[src/rtl/serial_add_pkg.sv]
`default_nettype none
// ============================================================================
// Module      : serial_add_pkg
// Description : Shared definitions for the bit-serial adder controller:
//               FSM state encoding, default operand width and the bit
//               counter width helper.
// Revision    : 1.0 - initial release
// ============================================================================
package serial_add_pkg;

  localparam int DEFAULT_WIDTH = 8;

  typedef enum logic [1:0] {
    ST_IDLE = 2'd0,
    ST_RUN  = 2'd1,
    ST_DONE = 2'd2
  } state_e;

  // Bit counter only has to reach WIDTH-1; a one-bit floor keeps the
  // vector legal for degenerate widths.
  function automatic int cnt_width(input int w);
    return (w > 1) ? $clog2(w) : 1;
  endfunction

endpackage
`default_nettype wire

[src/rtl/serial_add_ctrl_if.sv]
`default_nettype none
// ============================================================================
// Module      : serial_add_ctrl_if
// Description : Request/result bundle between an operand source/consumer
//               (master) and the bit-serial adder controller (slave).
//   start  : request, accepted in IDLE or DONE
//   x, y   : WIDTH-bit operands, c_in : carry-in
//   busy   : operation in progress, done : one-cycle result-valid pulse
//   sum    : registered result, c_out : registered carry-out
//   ovf    : signed overflow, present only with SERIAL_ADD_OVF_EN defined
// Revision    : 1.0 - initial release
// ============================================================================
interface serial_add_ctrl_if #(
  parameter int WIDTH = serial_add_pkg::DEFAULT_WIDTH
);

  logic             start;
  logic [WIDTH-1:0] x;
  logic [WIDTH-1:0] y;
  logic             c_in;
  logic             busy;
  logic             done;
  logic [WIDTH-1:0] sum;
  logic             c_out;
`ifdef SERIAL_ADD_OVF_EN
  logic             ovf;

  modport master (output start, x, y, c_in,
                  input  busy, done, sum, c_out, ovf);
  modport slave  (input  start, x, y, c_in,
                  output busy, done, sum, c_out, ovf);
`else
  modport master (output start, x, y, c_in,
                  input  busy, done, sum, c_out);
  modport slave  (input  start, x, y, c_in,
                  output busy, done, sum, c_out);
`endif

endinterface
`default_nettype wire

[src/rtl/full_adder_cell.sv]
`default_nettype none
// ============================================================================
// Module      : full_adder_cell
// Description : Combinational 1-bit full adder built from two half adders;
//               the single arithmetic resource time-shared by the
//               serial adder controller.
//   a, b, c_in : input bits and carry-in
//   sum        : a ^ b ^ c_in
//   c_out      : carry-out
// Revision    : 1.0 - initial release
// ============================================================================
module full_adder_cell (
  input  logic a,
  input  logic b,
  input  logic c_in,
  output logic sum,
  output logic c_out
);

  logic ha0_sum;
  logic ha0_carry;
  logic ha1_carry;

  half_adder u_ha0 (
    .a     (a),
    .b     (b),
    .sum   (ha0_sum),
    .carry (ha0_carry)
  );

  half_adder u_ha1 (
    .a     (ha0_sum),
    .b     (c_in),
    .sum   (sum),
    .carry (ha1_carry)
  );

  // The two half-adder carries can never both be set, so OR is exact.
  assign c_out = ha0_carry | ha1_carry;

endmodule
`default_nettype wire

[src/rtl/half_adder.sv]
`default_nettype none
// ============================================================================
// Module      : half_adder
// Description : Combinational 1-bit half adder.
//   a, b  : input bits
//   sum   : a XOR b
//   carry : a AND b
// Revision    : 1.0 - initial release
// ============================================================================
module half_adder (
  input  logic a,
  input  logic b,
  output logic sum,
  output logic carry
);

  assign sum   = a ^ b;
  assign carry = a & b;

endmodule
`default_nettype wire

[src/rtl/serial_add_ctrl.sv]
`default_nettype none
// ============================================================================
// Module      : serial_add_ctrl
// Description : Bit-serial adder controller. Sequences one full_adder_cell
//               over WIDTH cycles to compute {c_out,sum} = x + y + c_in.
//   clk    : single clock, rising edge
//   rst_n  : synchronous active-low reset
//   bus    : serial_add_ctrl_if slave (start/x/y/c_in in,
//            busy/done/sum/c_out[/ovf] out)
// Build option: SERIAL_ADD_OVF_EN adds the registered signed-overflow
//               output ovf.
// Revision    : 1.0 - initial release
// ============================================================================
module serial_add_ctrl
  import serial_add_pkg::*;
#(
  parameter int WIDTH = DEFAULT_WIDTH
) (
  input  logic             clk,
  input  logic             rst_n,
  serial_add_ctrl_if.slave bus
);

  localparam int              CNT_W      = cnt_width(WIDTH);
  localparam logic [CNT_W-1:0] C_CNT_LAST = CNT_W'(WIDTH - 1);

  state_e           state_q, state_d;
  logic [WIDTH-1:0] x_q, x_d;
  logic [WIDTH-1:0] y_q, y_d;
  logic [WIDTH-1:0] sum_q, sum_d;
  // Only WIDTH-1 result bits need storing: the last bit goes straight
  // from the cell into sum on the final edge.
  logic [WIDTH-2:0] acc_q, acc_d, acc_shift;
  logic [CNT_W-1:0] cnt_q, cnt_d;
  logic             carry_q, carry_d;
  logic             c_out_q, c_out_d;
  logic             cell_sum;
  logic             cell_c_out;
  logic             accept;
`ifdef SERIAL_ADD_OVF_EN
  logic             ovf_q, ovf_d;
`endif

  full_adder_cell u_cell (
    .a     (x_q[0]),
    .b     (y_q[0]),
    .c_in  (carry_q),
    .sum   (cell_sum),
    .c_out (cell_c_out)
  );

  // LSB-first fill: each new sum bit enters at the MSB.
  generate
    if (WIDTH > 2) begin : g_acc_wide
      assign acc_shift = {cell_sum, acc_q[WIDTH-2:1]};
    end else begin : g_acc_narrow
      assign acc_shift = cell_sum;
    end
  endgenerate

  always_comb begin
    state_d = state_q;
    x_d     = x_q;
    y_d     = y_q;
    acc_d   = acc_q;
    cnt_d   = cnt_q;
    carry_d = carry_q;
    sum_d   = sum_q;
    c_out_d = c_out_q;
`ifdef SERIAL_ADD_OVF_EN
    ovf_d   = ovf_q;
`endif
    accept  = 1'b0;

    case (state_q)
      ST_IDLE: begin
        accept = bus.start;
      end
      ST_RUN: begin
        x_d     = x_q >> 1;
        y_d     = y_q >> 1;
        acc_d   = acc_shift;
        carry_d = cell_c_out;
        if (cnt_q == C_CNT_LAST) begin
          // Counter holds at WIDTH-1; it is reloaded on the next accept.
          sum_d   = {cell_sum, acc_q};
          c_out_d = cell_c_out;
`ifdef SERIAL_ADD_OVF_EN
          // carry_q is the carry into the MSB on this final step.
          ovf_d   = carry_q ^ cell_c_out;
`endif
          state_d = ST_DONE;
        end else begin
          cnt_d = cnt_q + 1'b1;
        end
      end
      ST_DONE: begin
        accept = bus.start;
        if (!bus.start) begin
          state_d = ST_IDLE;
        end
      end
      default: begin
        state_d = ST_IDLE;
      end
    endcase

    if (accept) begin
      x_d     = bus.x;
      y_d     = bus.y;
      carry_d = bus.c_in;
      cnt_d   = '0;
      state_d = ST_RUN;
    end
  end

  always_ff @(posedge clk) begin
    if (!rst_n) begin
      state_q <= ST_IDLE;
      x_q     <= '0;
      y_q     <= '0;
      acc_q   <= '0;
      cnt_q   <= '0;
      carry_q <= 1'b0;
      sum_q   <= '0;
      c_out_q <= 1'b0;
`ifdef SERIAL_ADD_OVF_EN
      ovf_q   <= 1'b0;
`endif
    end else begin
      state_q <= state_d;
      x_q     <= x_d;
      y_q     <= y_d;
      acc_q   <= acc_d;
      cnt_q   <= cnt_d;
      carry_q <= carry_d;
      sum_q   <= sum_d;
      c_out_q <= c_out_d;
`ifdef SERIAL_ADD_OVF_EN
      ovf_q   <= ovf_d;
`endif
    end
  end

  assign bus.busy  = (state_q == ST_RUN);
  assign bus.done  = (state_q == ST_DONE);
  assign bus.sum   = sum_q;
  assign bus.c_out = c_out_q;
`ifdef SERIAL_ADD_OVF_EN
  assign bus.ovf   = ovf_q;
`endif

endmodule
`default_nettype wire

[src/flat_wrapper.sv]
// flat-port wrapper written by rule: the top's interface ports become plain ports
module serial_add_ctrl_flat import serial_add_pkg::*;
#(
  parameter int WIDTH = DEFAULT_WIDTH
)
  (clk, rst_n, bus_start, bus_x, bus_y, bus_c_in, bus_busy, bus_done, bus_sum, bus_c_out);
  serial_add_ctrl_if #(.WIDTH(WIDTH)) bus_i ();
  input  logic clk;
  input  logic rst_n;
  input wire logic [$bits(bus_i.start)-1:0] bus_start;
  input wire logic [$bits(bus_i.x)-1:0] bus_x;
  input wire logic [$bits(bus_i.y)-1:0] bus_y;
  input wire logic [$bits(bus_i.c_in)-1:0] bus_c_in;
  output wire logic [$bits(bus_i.busy)-1:0] bus_busy;
  output wire logic [$bits(bus_i.done)-1:0] bus_done;
  output wire logic [$bits(bus_i.sum)-1:0] bus_sum;
  output wire logic [$bits(bus_i.c_out)-1:0] bus_c_out;
  assign bus_i.start = bus_start;
  assign bus_i.x = bus_x;
  assign bus_i.y = bus_y;
  assign bus_i.c_in = bus_c_in;
  assign bus_busy = bus_i.busy;
  assign bus_done = bus_i.done;
  assign bus_sum = bus_i.sum;
  assign bus_c_out = bus_i.c_out;
  serial_add_ctrl #(.WIDTH(WIDTH)) u_core (.clk(clk), .rst_n(rst_n), .bus(bus_i));
endmodule
[config.mk]
export PLATFORM = sky130hd
export DESIGN_NAME = serial_add_ctrl_flat
export DESIGN_NICKNAME = d
export VERILOG_FILES = /design/src/rtl/serial_add_pkg.sv /design/src/rtl/serial_add_ctrl_if.sv /design/src/rtl/full_adder_cell.sv /design/src/rtl/half_adder.sv /design/src/rtl/serial_add_ctrl.sv /design/src/flat_wrapper.sv
export SDC_FILE = /design/constraint.sdc
export NUM_CORES = 1
export LEC_CHECK = 0
export BUFFER_PORTS_ARGS = -buffer_cell sky130_fd_sc_hd__buf_4
export CELL_PAD_IN_SITES_DETAIL_PLACEMENT = 2
export CELL_PAD_IN_SITES_GLOBAL_PLACEMENT = 2
export CORE_UTILIZATION = 29
export CTS_CLUSTER_SIZE = 20
export DETAILED_ROUTE_END_ITERATION = 6
export PLACE_DENSITY_LB_ADDON = 0.2
export SKIP_CTS_REPAIR_TIMING = 1
export SLEW_MARGIN = 20
export SYNTH_ARGS = -nofsm -noshare
export SYNTH_HDL_FRONTEND = slang
export SYNTH_SLANG_ARGS = --single-unit
export TNS_END_PERCENT = 10
[constraint.sdc]
create_clock -name clk -period 1.2 [get_ports clk]
set_input_delay 0.06 -clock clk [delete_from_list [all_inputs] [get_ports clk]]
set_output_delay 0.06 -clock clk [all_outputs]
set_load 0.1 [all_outputs]
==> summary.txt <==
STA
  – Fin. max-slew vios: 0
  – Setup TNS Final: -0.410 ns
  – Final hold violations: 0
  – Final setup vio count: 7
  – Slew headroom: 79.4%
  – Fin crit share: 110%
  – Worst setup margin: -0.118 ns
  – Slew @ Worst Pin: 0.309 ns
  – RSZ-0062 raised after global routing: true
  – F_max: 758 MHz
  – Crit path time final: 1.32 ns
  – Clock Skew: 0.00532 ns

Critical path
  – Critical path origin: u_core.cnt_q[0]
  – Crit-path max cell delay: 0.35 ns
  – Critical path class: register to register
  – Crit start category: register
  – Critical Path AT: 1.51 ns
  – CP Max Fanout: 4
  – Worst path cell trace: ha_4 -> ha_4 -> nor3b_4 -> xnor2_1 -> nor2_1
  – Worst-case reg-to-reg path depth: 5
  – Sum of buffers and inverters on the critical path: 0
  – R2R Path End: u_core.cnt_q[0]
  – Critical Path Most Common Cell: ha_4
  – Flop-to-flop setup slack: -0.12 ns
  – Critical path endpoint category: register
  – Delay-heaviest family, CP: flip-flops
  – Critical Path RT: 1.39 ns
  – Slowest CP cell: dfxtp_2
  – Reg2reg start: u_core.cnt_q[0]

Synthesis
  – Top cells by area, synth: dfxtp_1 47%, nand2_1 11%, a21boi_1 7.5%
  – Most frequent cell after synthesis: nand2_1
  – EDFF count, synth: 0
  – Yosys top cell by area: dfxtp_1
  – Synthesized Nets: 205
  – Avg Inst Size Synth: 8.81 sq um
  – Post-synthesis register bit count: 38
  – Synth async-reset ratio: 0%
  – Syn Inst Count: 182
  – Post-synth top area share: 47.4%
  – Seq/Total Area, Yosys: 47.4%
  – Top_reg_cell synth: dfxtp_1
  – Mapped Area: 0.00160 sq mm
  – Yosys warning total: 0
  – Most frequent cells after synthesis: 46 x nand2_1, 38 x dfxtp_1, 16 x a21boi_1
  – Distinct cells, synth: 27

Power and ir drop
  – Psw: 762 uW
  – Seq pwr share: 44.0%
  – Pint: 2330 uW
  – Pleak: 0.000828 uW
  – Sw frac: 24.6%
  – Combinational share of power: 12.8%
  – Max IR drop VDD: 0.573 mV
  – Power Density: 1420 mW/mm^2
  – Clock share of power: 43.2%

Finish
  – Multi-input gate area in the final layout: 766 sq um
  – Layout cells sized above 1: 30.0%
  – Area grow syn2layout: 35.5%
  – Fillers: 591
  – Nets: 242
  – Antenna Cells: 0
  – Sequential cell area: 767 sq um
  – Fin cells: 290

Run
  – Max Cap Viol: 0

Placed design
  – Placed insts: 280
  – Routability cong.: 0.706
  – IO Port Bufs: 30
  – Dpl hpwl: 3070 um

Routing
  – Drt via density: 4.96
  – First DRT Iteration DRCs: 40
  – Drt drc: 0
  – WL/cell: 16.5 um
  – Routed WL: 4790 um
  – Detailed-route via count: 1439
  – DRT antenna net count: 0
  – Pre-antenna DRT Iters: 4

CTS
  – CTS Buf Count: 5
  – Deepest level of the CTS H-tree: 2
  – Clock slew at reported path FFs: 0.08 ns
  – Clk sinks: 38
  – Clk Latency, worst-skew pair: 0.30 ns
  – Root Buffer: clkbuf_8
  – CTS Buffer Depth: 2
  – CTS tree: yes

Floorplanning
  – Row Count: 26
  – Die area: 0.00583 sq mm
  – Initial core utilization: 30.8%
  – Die height: 76.4 um
  – Die W: 76.4 um
  – I/O pin count: 31
  – Core box area: 0.00520 sq mm

Hold path
  – Min-Delay Path Class: input port to register
  – Hold path cells: 3
  – Hold Crit Start: bus_y[7]
  – Hold EP: u_core.y_q[7]

Run status
  – Violated checks: setup timing
  – Status: finished, violations left

Global route
  – Vias in the first global route: 1578
  – Largest net degree at the start of global routing: 37
  – Overflow after GRT: 0
  – GRT Overall Usage: 16.1%
  – Initial antenna violation count: 0
  – First-pass GRT wire length: 7250 um
registers in the layout, summed over array words and instances, names as in the netlist:
signal / flops
u_core.state_q: 2
u_core.cnt_q: 3
u_core.acc_q: 7
u_core.x_q: 8
u_core.bus.c_out: 1
u_core.carry_q: 1
u_core.bus.sum: 8
u_core.y_q: 8
final cells by class:
cell class | count | share of cell area [%]
flip-flops and latches | 38 | 35.3
multi-input cells | 128 | 35.2
repair buffers | 44 | 17.8
well taps | 70 | 4.03
clock buffers | 5 | 3.17
clock inverters | 3 | 3.17
inverters | 1 | 0.921
repair inverters | 1 | 0.403
power groups by stage:
| stage | clock network [uW] | registers, uW | logic (uW) |
|---|---|---|---|
| detailed placement | 0 | 1390 | 353 |
| global placement | 0 | 1380 | 340 |
| CTS | 1360 | 1360 | 357 |
| global route | 1430 | 1370 | 434 |
| finish | 1340 | 1360 | 397 |
| floorplan | 0 | 1380 | 250 |
worst register-to-register path, stage by stage, from the launching register on:
cell     delay [ns]
dfxtp_2        0.35
ha_4           0.16
ha_4           0.17
nor3b_4        0.26
xnor2_1        0.18
nor2_1         0.09
logic make-up (layout without fill, tap and decap cells):
group                    after synthesis  in the layout  share of synthesized area (%)
buffers and inverters                 16             54                           8.19
adder cells (fa/ha/maj)                3              3                           2.81
XOR/XNOR                               1              1                          0.546
AO/OA/AOI/OAI                         49             49                           20.6
flip-flops                            38             38                           47.4
AND/OR/NAND/NOR                       75             75                           20.4
metrics by stage:
step	setup WS, ns	instance area [sq um]	utilization [%]	hold WS, ns	total power, uW
CTS	-0.341	2060	39.6	-0.000779	3070
floorplan	-0.0413	1620	-	0.192	1630
finish	-0.118	2170	41.8	0.00345	3100
global placement	-0.0449	1920	36.9	0.321	1720
global route	-0.187	2170	41.8	0.00894	3230
detailed placement	-0.160	1920	36.9	0.324	1740
routing by layer:
metal / GRT usage [%] / wire, um
met5: 0 / 0
met4: 6.35 / 68
met3: 4.79 / 142
met2: 30.0 / 2670
met1: 16.8 / 1910
how the worst max path moves through the flow:
stage	to	slack (ns)	cells past startpoint
after floorplan	u_core.bus.c_out	-0.04	2
after global placement	u_core.cnt_q[0]	-0.04	5
after detailed placement	u_core.cnt_q[2]	-0.16	5
after CTS	bus_busy	-0.34	3
after global routing	u_core.cnt_q[0]	-0.19	5
final	u_core.cnt_q[0]	-0.12	5
layout by cell type, fill, tap and decap left out:
master	n
clkinv_4	1
dfxtp_2	5
a22oi_1	3
nand3_1	13
buf_4	38
xnor2_1	1
a21oi_1	2
ha_4	2
a31oi_1	8
buf_16	1
clkbuf_8	5
nor2_1	5
o221ai_1	4
and3_1	1
nand2b_1	1
buf_6	3
a21boi_1	15
nand2b_4	1
nand3b_1	1
dfxtp_1	33
nand2_1	46
a21oi_2	1
a21boi_0	4
fa_1	1
inv_16	1
nor2b_4	1
o21ai_0	10
bufinv_16	2
nor3b_4	1
buf_12	2
inv_6	1
o21a_1	1
a21boi_2	1
nor2b_1	1
nor3_1	4
No activity file was read; power rests on OpenSTA's default activity.
